===== src/rtl/mem_arb_pkg.sv =====
// Shared types and defaults for the fetch/data memory port arbiter.
// Latency: n/a (types, constants and a pure helper function only).
// Backpressure: n/a.
package mem_arb_pkg;

    localparam int ADDR_W_DEF   = 10;
    localparam int DATA_W_DEF   = 32;
    localparam int STARVE_CNT_W = 4;

    // Who owns the read data coming back from the RAM next cycle.
    typedef enum logic [1:0] {
        OWN_NONE = 2'd0,
        OWN_IF   = 2'd1,
        OWN_DATA = 2'd2
    } owner_t;

    // Only fetches and loads produce read data; stores and idle cycles do not.
    function automatic owner_t next_owner(input logic if_gnt, input logic d_gnt, input logic d_we);
        if (if_gnt) begin
            return OWN_IF;
        end
        if (d_gnt && !d_we) begin
            return OWN_DATA;
        end
        return OWN_NONE;
    endfunction

endpackage


===== src/rtl/mem_port_arbiter_if.sv =====
// Bundle of the fetch port, data port and shared RAM port around the arbiter.
// Latency: n/a (wires only).
// Backpressure: requests are held by the master until the matching grant.
interface mem_port_arbiter_if
    import mem_arb_pkg::*;
#(
    parameter int ADDR_W = ADDR_W_DEF,
    parameter int DATA_W = DATA_W_DEF
);
    // fetch port
    logic              if_req;
    logic [ADDR_W-1:0] if_addr;
    logic              if_gnt;
    logic              if_rvalid;
    logic [DATA_W-1:0] if_rdata;
    // data port
    logic              d_req;
    logic              d_we;
    logic [3:0]        d_be;
    logic [ADDR_W-1:0] d_addr;
    logic [DATA_W-1:0] d_wdata;
    logic              d_gnt;
    logic              d_rvalid;
    logic [DATA_W-1:0] d_rdata;
    // shared RAM port
    logic              mem_en;
    logic              mem_we;
    logic [3:0]        mem_be;
    logic [ADDR_W-1:0] mem_addr;
    logic [DATA_W-1:0] mem_wdata;
    logic [DATA_W-1:0] mem_rdata;

    // Core and RAM side: issues requests, returns RAM read data.
    modport master (
        output if_req, if_addr,
        output d_req, d_we, d_be, d_addr, d_wdata,
        output mem_rdata,
        input  if_gnt, if_rvalid, if_rdata,
        input  d_gnt, d_rvalid, d_rdata,
        input  mem_en, mem_we, mem_be, mem_addr, mem_wdata
    );

    // Arbiter side.
    modport slave (
        input  if_req, if_addr,
        input  d_req, d_we, d_be, d_addr, d_wdata,
        input  mem_rdata,
        output if_gnt, if_rvalid, if_rdata,
        output d_gnt, d_rvalid, d_rdata,
        output mem_en, mem_we, mem_be, mem_addr, mem_wdata
    );

endinterface


===== src/rtl/mem_arb_starve_guard.sv =====
// Counts consecutive data grants while fetch waits; raises force_if at the limit.
// Latency: force_if is registered state, valid the cycle after the limit is reached.
// Backpressure: none; observes grants only. STARVE_LIMIT legal range is 1..15.
module mem_arb_starve_guard
    import mem_arb_pkg::*;
#(
    parameter int STARVE_LIMIT = 4
) (
    input  logic clk,
    input  logic rst_n,
    input  logic if_req,
    input  logic if_gnt,
    input  logic d_gnt,
    output logic force_if
);

    localparam logic [STARVE_CNT_W-1:0] LIMIT = STARVE_CNT_W'(STARVE_LIMIT);

    logic [STARVE_CNT_W-1:0] starve_cnt_q;
    logic [STARVE_CNT_W-1:0] starve_cnt_d;

    // Count data wins over a waiting fetch; any fetch grant or idle fetch clears.
    always_comb begin
        starve_cnt_d = starve_cnt_q;
        if (!if_req || if_gnt) begin
            starve_cnt_d = '0;
        end else if (d_gnt && (starve_cnt_q != LIMIT)) begin
            starve_cnt_d = starve_cnt_q + STARVE_CNT_W'(1);
        end
    end

    // Counter register with synchronous reset.
    always_ff @(posedge clk) begin
        if (!rst_n) begin
            starve_cnt_q <= '0;
        end else begin
            starve_cnt_q <= starve_cnt_d;
        end
    end

    assign force_if = (starve_cnt_q == LIMIT);

endmodule


===== src/rtl/mem_port_arbiter.sv =====
// Shares one single-port sync RAM between fetch and data ports; optional MEM_ARB_PERF_EN stall counters.
// Latency: grant and RAM access same cycle; read data returns one cycle after grant, tagged to owner.
// Backpressure: one grant per cycle, data first unless fetch has waited STARVE_LIMIT data grants.
module mem_port_arbiter
    import mem_arb_pkg::*;
#(
    parameter int ADDR_W       = ADDR_W_DEF,
    parameter int DATA_W       = DATA_W_DEF,
    parameter int STARVE_LIMIT = 4
) (
    input  logic                 clk,
    input  logic                 rst_n,
    mem_port_arbiter_if.slave    bus
`ifdef MEM_ARB_PERF_EN
    ,
    output logic [31:0]          perf_if_stall,
    output logic [31:0]          perf_d_stall
`endif
);

    logic   if_gnt;
    logic   d_gnt;
    logic   force_if;
    owner_t rd_owner_q;
    owner_t rd_owner_d;

    mem_arb_starve_guard #(
        .STARVE_LIMIT (STARVE_LIMIT)
    ) u_starve_guard (
        .clk      (clk),
        .rst_n    (rst_n),
        .if_req   (bus.if_req),
        .if_gnt   (if_gnt),
        .d_gnt    (d_gnt),
        .force_if (force_if)
    );

    // Grant selection: lone requester wins, data wins ties unless fetch is being starved.
    always_comb begin
        if_gnt = 1'b0;
        d_gnt  = 1'b0;
        if (rst_n) begin
            if (bus.if_req && (!bus.d_req || force_if)) begin
                if_gnt = 1'b1;
            end else if (bus.d_req) begin
                d_gnt = 1'b1;
            end
        end
    end

    // RAM port mirrors whichever requester holds the grant; quiet when nobody does.
    always_comb begin
        bus.mem_en    = 1'b0;
        bus.mem_we    = 1'b0;
        bus.mem_be    = 4'b0000;
        bus.mem_addr  = '0;
        bus.mem_wdata = '0;
        if (if_gnt) begin
            bus.mem_en   = 1'b1;
            bus.mem_addr = bus.if_addr;
        end else if (d_gnt) begin
            bus.mem_en    = 1'b1;
            bus.mem_we    = bus.d_we;
            bus.mem_be    = bus.d_be;
            bus.mem_addr  = bus.d_addr;
            bus.mem_wdata = bus.d_wdata;
        end
    end

    // Tag the read issued this cycle so next cycle's RAM data goes to its owner.
    always_comb begin
        rd_owner_d = next_owner(if_gnt, d_gnt, bus.d_we);
    end

    // Owner register; reset drops any read in flight so it never returns.
    always_ff @(posedge clk) begin
        if (!rst_n) begin
            rd_owner_q <= OWN_NONE;
        end else begin
            rd_owner_q <= rd_owner_d;
        end
    end

    assign bus.if_gnt    = if_gnt;
    assign bus.d_gnt     = d_gnt;
    assign bus.if_rvalid = (rd_owner_q == OWN_IF);
    assign bus.d_rvalid  = (rd_owner_q == OWN_DATA);
    assign bus.if_rdata  = (rd_owner_q == OWN_IF)   ? bus.mem_rdata : '0;
    assign bus.d_rdata   = (rd_owner_q == OWN_DATA) ? bus.mem_rdata : '0;

`ifdef MEM_ARB_PERF_EN
    logic [31:0] perf_if_stall_q;
    logic [31:0] perf_if_stall_d;
    logic [31:0] perf_d_stall_q;
    logic [31:0] perf_d_stall_d;

    // Stall counters: one tick per cycle a port requests without a grant; wrap freely.
    always_comb begin
        perf_if_stall_d = perf_if_stall_q + 32'(bus.if_req && !if_gnt);
        perf_d_stall_d  = perf_d_stall_q  + 32'(bus.d_req && !d_gnt);
    end

    // Stall counter registers with synchronous reset.
    always_ff @(posedge clk) begin
        if (!rst_n) begin
            perf_if_stall_q <= '0;
            perf_d_stall_q  <= '0;
        end else begin
            perf_if_stall_q <= perf_if_stall_d;
            perf_d_stall_q  <= perf_d_stall_d;
        end
    end

    assign perf_if_stall = perf_if_stall_q;
    assign perf_d_stall  = perf_d_stall_q;
`endif

endmodule


===== src/flat_wrapper.sv =====
// flat-port wrapper written by rule: the top's interface ports become plain ports
module mem_port_arbiter_flat import mem_arb_pkg::*;
#(
    parameter int ADDR_W       = ADDR_W_DEF,
    parameter int DATA_W       = DATA_W_DEF,
    parameter int STARVE_LIMIT = 4
)
  (clk, rst_n, bus_if_req, bus_if_addr, bus_d_req, bus_d_we, bus_d_be, bus_d_addr, bus_d_wdata, bus_mem_rdata, bus_if_gnt, bus_if_rvalid, bus_if_rdata, bus_d_gnt, bus_d_rvalid, bus_d_rdata, bus_mem_en, bus_mem_we, bus_mem_be, bus_mem_addr, bus_mem_wdata);
  mem_port_arbiter_if #(.ADDR_W(ADDR_W), .DATA_W(DATA_W)) bus_i ();
  input  logic clk;
  input  logic rst_n;
  input wire logic [$bits(bus_i.if_req)-1:0] bus_if_req;
  input wire logic [$bits(bus_i.if_addr)-1:0] bus_if_addr;
  input wire logic [$bits(bus_i.d_req)-1:0] bus_d_req;
  input wire logic [$bits(bus_i.d_we)-1:0] bus_d_we;
  input wire logic [$bits(bus_i.d_be)-1:0] bus_d_be;
  input wire logic [$bits(bus_i.d_addr)-1:0] bus_d_addr;
  input wire logic [$bits(bus_i.d_wdata)-1:0] bus_d_wdata;
  input wire logic [$bits(bus_i.mem_rdata)-1:0] bus_mem_rdata;
  output wire logic [$bits(bus_i.if_gnt)-1:0] bus_if_gnt;
  output wire logic [$bits(bus_i.if_rvalid)-1:0] bus_if_rvalid;
  output wire logic [$bits(bus_i.if_rdata)-1:0] bus_if_rdata;
  output wire logic [$bits(bus_i.d_gnt)-1:0] bus_d_gnt;
  output wire logic [$bits(bus_i.d_rvalid)-1:0] bus_d_rvalid;
  output wire logic [$bits(bus_i.d_rdata)-1:0] bus_d_rdata;
  output wire logic [$bits(bus_i.mem_en)-1:0] bus_mem_en;
  output wire logic [$bits(bus_i.mem_we)-1:0] bus_mem_we;
  output wire logic [$bits(bus_i.mem_be)-1:0] bus_mem_be;
  output wire logic [$bits(bus_i.mem_addr)-1:0] bus_mem_addr;
  output wire logic [$bits(bus_i.mem_wdata)-1:0] bus_mem_wdata;
  assign bus_i.if_req = bus_if_req;
  assign bus_i.if_addr = bus_if_addr;
  assign bus_i.d_req = bus_d_req;
  assign bus_i.d_we = bus_d_we;
  assign bus_i.d_be = bus_d_be;
  assign bus_i.d_addr = bus_d_addr;
  assign bus_i.d_wdata = bus_d_wdata;
  assign bus_i.mem_rdata = bus_mem_rdata;
  assign bus_if_gnt = bus_i.if_gnt;
  assign bus_if_rvalid = bus_i.if_rvalid;
  assign bus_if_rdata = bus_i.if_rdata;
  assign bus_d_gnt = bus_i.d_gnt;
  assign bus_d_rvalid = bus_i.d_rvalid;
  assign bus_d_rdata = bus_i.d_rdata;
  assign bus_mem_en = bus_i.mem_en;
  assign bus_mem_we = bus_i.mem_we;
  assign bus_mem_be = bus_i.mem_be;
  assign bus_mem_addr = bus_i.mem_addr;
  assign bus_mem_wdata = bus_i.mem_wdata;
  mem_port_arbiter #(.ADDR_W(ADDR_W), .DATA_W(DATA_W), .STARVE_LIMIT(STARVE_LIMIT)) u_core (.clk(clk), .rst_n(rst_n), .bus(bus_i));
endmodule

===== config.mk =====
export PLATFORM = sky130hd
export DESIGN_NAME = mem_port_arbiter_flat
export DESIGN_NICKNAME = d
export VERILOG_FILES = /design/src/rtl/mem_arb_pkg.sv /design/src/rtl/mem_port_arbiter_if.sv /design/src/rtl/mem_arb_starve_guard.sv /design/src/rtl/mem_port_arbiter.sv /design/src/flat_wrapper.sv
export SDC_FILE = /design/constraint.sdc
export NUM_CORES = 1
export LEC_CHECK = 0
export BUFFER_PORTS_ARGS = -buffer_cell sky130_fd_sc_hd__buf_2
export CAP_MARGIN = 0
export CORE_AREA = 4 4 79 81
export DETAILED_ROUTE_END_ITERATION = 7
export DIE_AREA = 0 0 83 85
export HOLD_SLACK_MARGIN = 0.03
export PLACE_DENSITY = 0.74
export SYNTH_ARGS = -nofsm -noshare
export SYNTH_HDL_FRONTEND = slang
export SYNTH_HIERARCHICAL = 1
export SYNTH_SLANG_ARGS = --single-unit

===== constraint.sdc =====
create_clock -name clk -period 4.5 [get_ports clk]
set_clock_uncertainty 0.15 [all_clocks]
set_input_delay 1.125 -clock clk [delete_from_list [all_inputs] [get_ports clk]]
set_output_delay 1.125 -clock clk [all_outputs]
set_load 0.02 [all_outputs]

* Word-level counts from Yosys, hierarchy flattened
Cells that the tools add are included.
Operators by class: add/subtract/negate cells 1, bitwise gates (word level) 1, multiplexer cells 24, reduce and logical (&&, ||, !) cells 9, equal/unequal tests 4
Operators by type and width (number):
- 2-to-1 mux 32 bit | 4
- 2-to-1 mux 10 bit | 2
- 2-to-1 mux 1 bit | 12
- 2-to-1 mux 2 bit | 4
- 2-to-1 mux 4 bit | 2
- adder 4 x 1 -> 4 bit, second input constant | 1
- == test 4 x 3 -> 1 bit, second input constant | 1
- inequality test 4 x 3 -> 1 bit, second input constant | 1
- logical AND 1 bit | 3
- zero test 1 bit | 3
- == test 2 x 1 -> 1 bit, second input constant | 1
- == test 2 bit, second input constant | 1
- logical OR 1 bit | 2
- OR reduction 2 bit | 1
- inverter 1 bit | 1
Storage, ports and cells: word-level logic and storage cells 41, input bits 93, flip-flop bits (word level) 6, output and inout bits 116

* Logic depth before layout (Yosys ltp)
depth in word-level cells 10, gate-level depth with buffers 10, depth with buffers taken out 9

* Modules after synthesis
The synthesis kept the hierarchy.
Modules (own cells, without submodules):
- mem_port_arbiter | sequential area each 40.0 µm², cells an instance 159, times used 1, area each 943.4 µm²
- mem_arb_starve_guard | sequential area each 80.1 µm², cells an instance 26, times used 1, area each 225.2 µm²

* Least setup slack after synthesis
Ideal clock, no wire load.
path kind input-to-output, start in bus_if_req, end out bus_mem_wdata[22], buffers on the path 1, arrival 1.879 ns, stages on the path 4, path slack 1.346 ns, required time 3.225 ns, path through nand2_1 -> and3_4 -> buf_2 -> and2_1
On the way: longest elaborated chain between the ends 5, elaborated cells between the ends (all ways) 7, those cells by class mux: 6; reduce/logical: 1
Ends and longest elaborated chain:
- start: declaration | RTL line flat_wrapper.sv:12 | input wire logic [$bits(bus_i.if_req)-1:0] bus_if_req;
- logical AND 1 bit | RTL line mem_port_arbiter.sv:43 | if (bus.if_req && (!bus.d_req || force_if)) begin
- 2-to-1 mux 1 bit | RTL line mem_port_arbiter.sv:43
- 2-to-1 mux 1 bit | RTL line mem_port_arbiter.sv:42 | if (rst_n) begin
- named net bus_d_gnt | RTL line flat_wrapper.sv:23 | output wire logic [$bits(bus_i.d_gnt)-1:0] bus_d_gnt;
- 2-to-1 mux 32 bit | RTL line mem_port_arbiter.sv:61 | end else if (d_gnt) begin
- 2-to-1 mux 32 bit | RTL line mem_port_arbiter.sv:58 | if (if_gnt) begin
- end: declaration | RTL line flat_wrapper.sv:30 | output wire logic [$bits(bus_i.mem_wdata)-1:0] bus_mem_wdata;
The timed path passes the listed nets, and every way through them passes these cells.

* Worst setup path in the final report
start in rst_n, end out bus_mem_wdata[31]
On the way: longest elaborated chain between the ends 3, elaborated cells between the ends (all ways) 4, those cells by class mux: 4
Ends and longest elaborated chain:
- start: declaration | RTL line flat_wrapper.sv:11 | input logic rst_n;
- 2-to-1 mux 1 bit | RTL line mem_port_arbiter.sv:42
- 2-to-1 mux 32 bit | RTL line mem_port_arbiter.sv:61
- 2-to-1 mux 32 bit (*) | RTL line mem_port_arbiter.sv:58
Every way passes the cells marked *; elsewhere a longest branch is shown, timed or not.

==> results.tsv <==
stage	metric	value	unit
timing	rsz0062_at_grt	false	
yosys	ys_ff_latch	6	
cells_and_area	diodes	0	
timing	fin_crit_sh	0.782	
timing	fin_crit	3.52	ns
yosys	synth_area	1170	um2
clock_network	cts_buffer_depth	2	
worst_setup_path	crit_fanout	44	
clock_network	cts_root_buffer	clkbuf_8	
worst_setup_path	crit_slowest_cell	and3_4	
drt	drt_iter0_drc	26	
worst_setup_path	critical_path_class	input port to output port	
timing	fin_ws	0.979	ns
flow_run	cap_violations	0	
yosys	netlist-cell-type-count	24	
yosys	yosysSeqAreaShare	0.103	
worst_setup_path	cp-end-kind	output port	
clock_network	post_cts_resized	0	
global_routing	grt_overflow	0	
timing	hold_violations	0	
floorplan	rows	27	
drt	vias	1874	
yosys	syn_avg_cell_area	6.32	um2
power_and_ir_drop	power.internal	185	uW
worst_setup_path	cp_cell_sequence	buf_2 -> and3_4 -> and2_1 -> buf_2	
cells_and_area	fillers	568	
cells_and_area	drive_gt1_frac	0.561	
clock_network	clock_latency	0.23	ns
timing	relSlewSlack	0.480	
clock_network	clk_pin_slew	0.04	ns
placement	gp_congestion	0.838	
worst_setup_path	path_common_cell	buf_2	
cells_and_area	multi_input_area	957	um2
worst_setup_path	arrival	2.25	ns
power_and_ir_drop	pwr-share-comb	0.549	
power_and_ir_drop	swShare	0.396	
cells_and_area	nets	482	
power_and_ir_drop	p_seq_frac	0.180	
yosys	yosys-top-cells-area	and2_1, dfxtp_1, nand2_1	
floorplan	design.die.area	7060	um2
floorplan	coreArea	5470	um2
global_routing	antenna_found_initial	0	
drt	first_pass_iters	3	
power_and_ir_drop	switchingPower	121	uW
floorplan	dieHeight	85	um
drt	routedWlPerCell	11.1	um
placement	port_buffers	208	
timing	max_slew.worst_pin.slew	0.775	ns
yosys	yosysTopAreaCellShare	0.546	
clock_network	post_cts_buffers	0	
timing	report.final.slew_viol_count	0	
drt	drc	0	
clock_network	cts_tree	done	
worst_setup_path	startpoint_type	input port	
global_routing	grt_pass1_vias	1748	
cells_and_area	syn_to_final_growth	95.7	%
drt	routed_via_density	4.10	
yosys	synthCells	185	
power_and_ir_drop	clockPowerShare	0.270	
clock_network	h-tree-depth	1	
yosys	synth.largest_area_cell	and2_1	
power_and_ir_drop	cellLeakagePower	0.00149	uW
power_and_ir_drop	peakVddDrop	103	uV
yosys	ys_warn_count	6	
placement	pre_cts_ws	0.978	ns
cells_and_area	regArea	120	um2
clock_network	numCtsBuffers	3	
drt	detail-route-antenna-nets	0	
worst_setup_path	critPathRequiredTime	3.22	ns
hold_path	hp-class	register to register	
floorplan	initial_core_util	0.214	
global_routing	grt_max_degree	45	
floorplan	ioPinCount	209	
timing	fmaxAchievable	0.284	GHz
timing	fin_setup_tns	0	ns
cells_and_area	final_core_util	0.418	
power_and_ir_drop	powerDensity	134	nW/um2
timing	whs	0.309	ns
clock_network	cts-hold-fix-buffers	0	
yosys	syn-num-nets	280	
floorplan	die_w	83	um
timing	finalSetupViolCount	0	
clock_network	numClockSinks	6	
drt	routed_wl	5090	um
placement	place_hpwl	4440	um
global_routing	grtUsageTotal	0.129	
global_routing	grt_pass1_wl	7840	um
worst_setup_path	max_stage_delay	0.46	ns
outcome	status	finished, final reports clean	
==> registers in the layout (all words and copies together), names as in the netlist <==
signal	flops
u_core/u_starve_guard/starve_cnt_q	4
u_core/rd_owner_q	2
==> area by class of cell <==
class / instances / share of cell area
multi-input combinational: 160 / 0.418
timing repair buffer: 210 / 0.462
sequential: 6 / 0.0525
inverter: 6 / 0.00985
clock buffer: 3 / 0.0181
tap: 72 / 0.0394
==> synthesized netlist by cell type, drive strengths merged <==
cell type  count
and2         102
nand2         23
o22ai         10
buf            7
clkbuf         6
dfxtp          6
inv            6
nor2           4
o21ai          4
a21oi          3
nor2b          3
ha             2
nand3          2
nand3b         2
a31oi          1
and3           1
and3b          1
nand4          1
or3            1
==> cells in the final DEF (no fill, tap or decap) <==
cell type / n
nor2_1: 4
ha_1: 2
clkbuf_8: 3
or3_1: 1
a21oi_1: 3
nor2b_1: 3
a31oi_1: 1
inv_1: 5
nand3_1: 2
o21ai_0: 3
nand3b_4: 1
and3b_1: 1
and3_4: 1
dfxtp_1: 6
o22ai_1: 10
and2_1: 102
buf_2: 208
nand3b_1: 1
inv_2: 1
nand2_1: 23
o21ai_1: 1
buf_4: 2
nand4_1: 1
==> layer usage <==
| metal | vias to the layer above | GRT usage | wire (um) |
|---|---|---|---|
| li1 | 977 | - | - |
| met1 | 803 | 0.123 | 1750 |
| met2 | 92 | 0.267 | 2810 |
| met3 | 2 | 0.0388 | 500 |
| met4 | 0 | 0.0267 | 25 |
| met5 | - | 0 | 0 |
==> power by group through the flow <==
stage | Combinational (uW) | Sequential (uW) | Clock [uW]
after global placement | 167 | 55.9 | 0
final | 168 | 55.1 | 82.6
after detailed placement | 169 | 55.9 | 0
after CTS | 169 | 55.1 | 84.7
after global routing | 184 | 55.2 | 89.3
after floorplan | 92.7 | 55.8 | 0
==> worst max-delay path, delay by kind of cell <==
family	cells	cell delay [ns]
and+or+nand+nor	2	0.64
buffers and inverters	2	0.47
==> path summary, 6_finish.rpt <==
kind,endpoint,from,slack (ns),depth (start not counted)
max,bus_mem_wdata[31],rst_n,0.98,4
min,u_core/u_starve_guard/starve_cnt_q[3]$_SDFFE_PP0P_,u_core/u_starve_guard/starve_cnt_q[3]$_SDFFE_PP0P_,0.31,2
max reg2reg,u_core/u_starve_guard/starve_cnt_q[2]$_SDFFE_PP0P_,u_core/u_starve_guard/starve_cnt_q[0]$_SDFFE_PP0P_,2.25,9
min reg2reg,u_core/u_starve_guard/starve_cnt_q[3]$_SDFFE_PP0P_,u_core/u_starve_guard/starve_cnt_q[3]$_SDFFE_PP0P_,0.31,2
==> logic make-up (layout without fill, tap and decap cells) <==
group / Yosys count / count (layout) / share of synthesized area
buf+inv: 19 / 219 / 0.0782
compound gates: 18 / 18 / 0.0889
flops: 6 / 6 / 0.103
fa+ha+maj: 2 / 2 / 0.0214
simple gates: 140 / 140 / 0.709
==> stage by stage <==
step | cells | instance area, um2 | total power [uW]
2_1_floorplan | 185 | 1170 | 149
3_3_place_gp | 454 | 2250 | 223
3_5_place_dp | 454 | 2250 | 225
4_1_cts | 457 | 2290 | 309
5_1_grt | 457 | 2290 | 328
6_report | 457 | 2290 | 305
(Power assumes the default switching activity.)
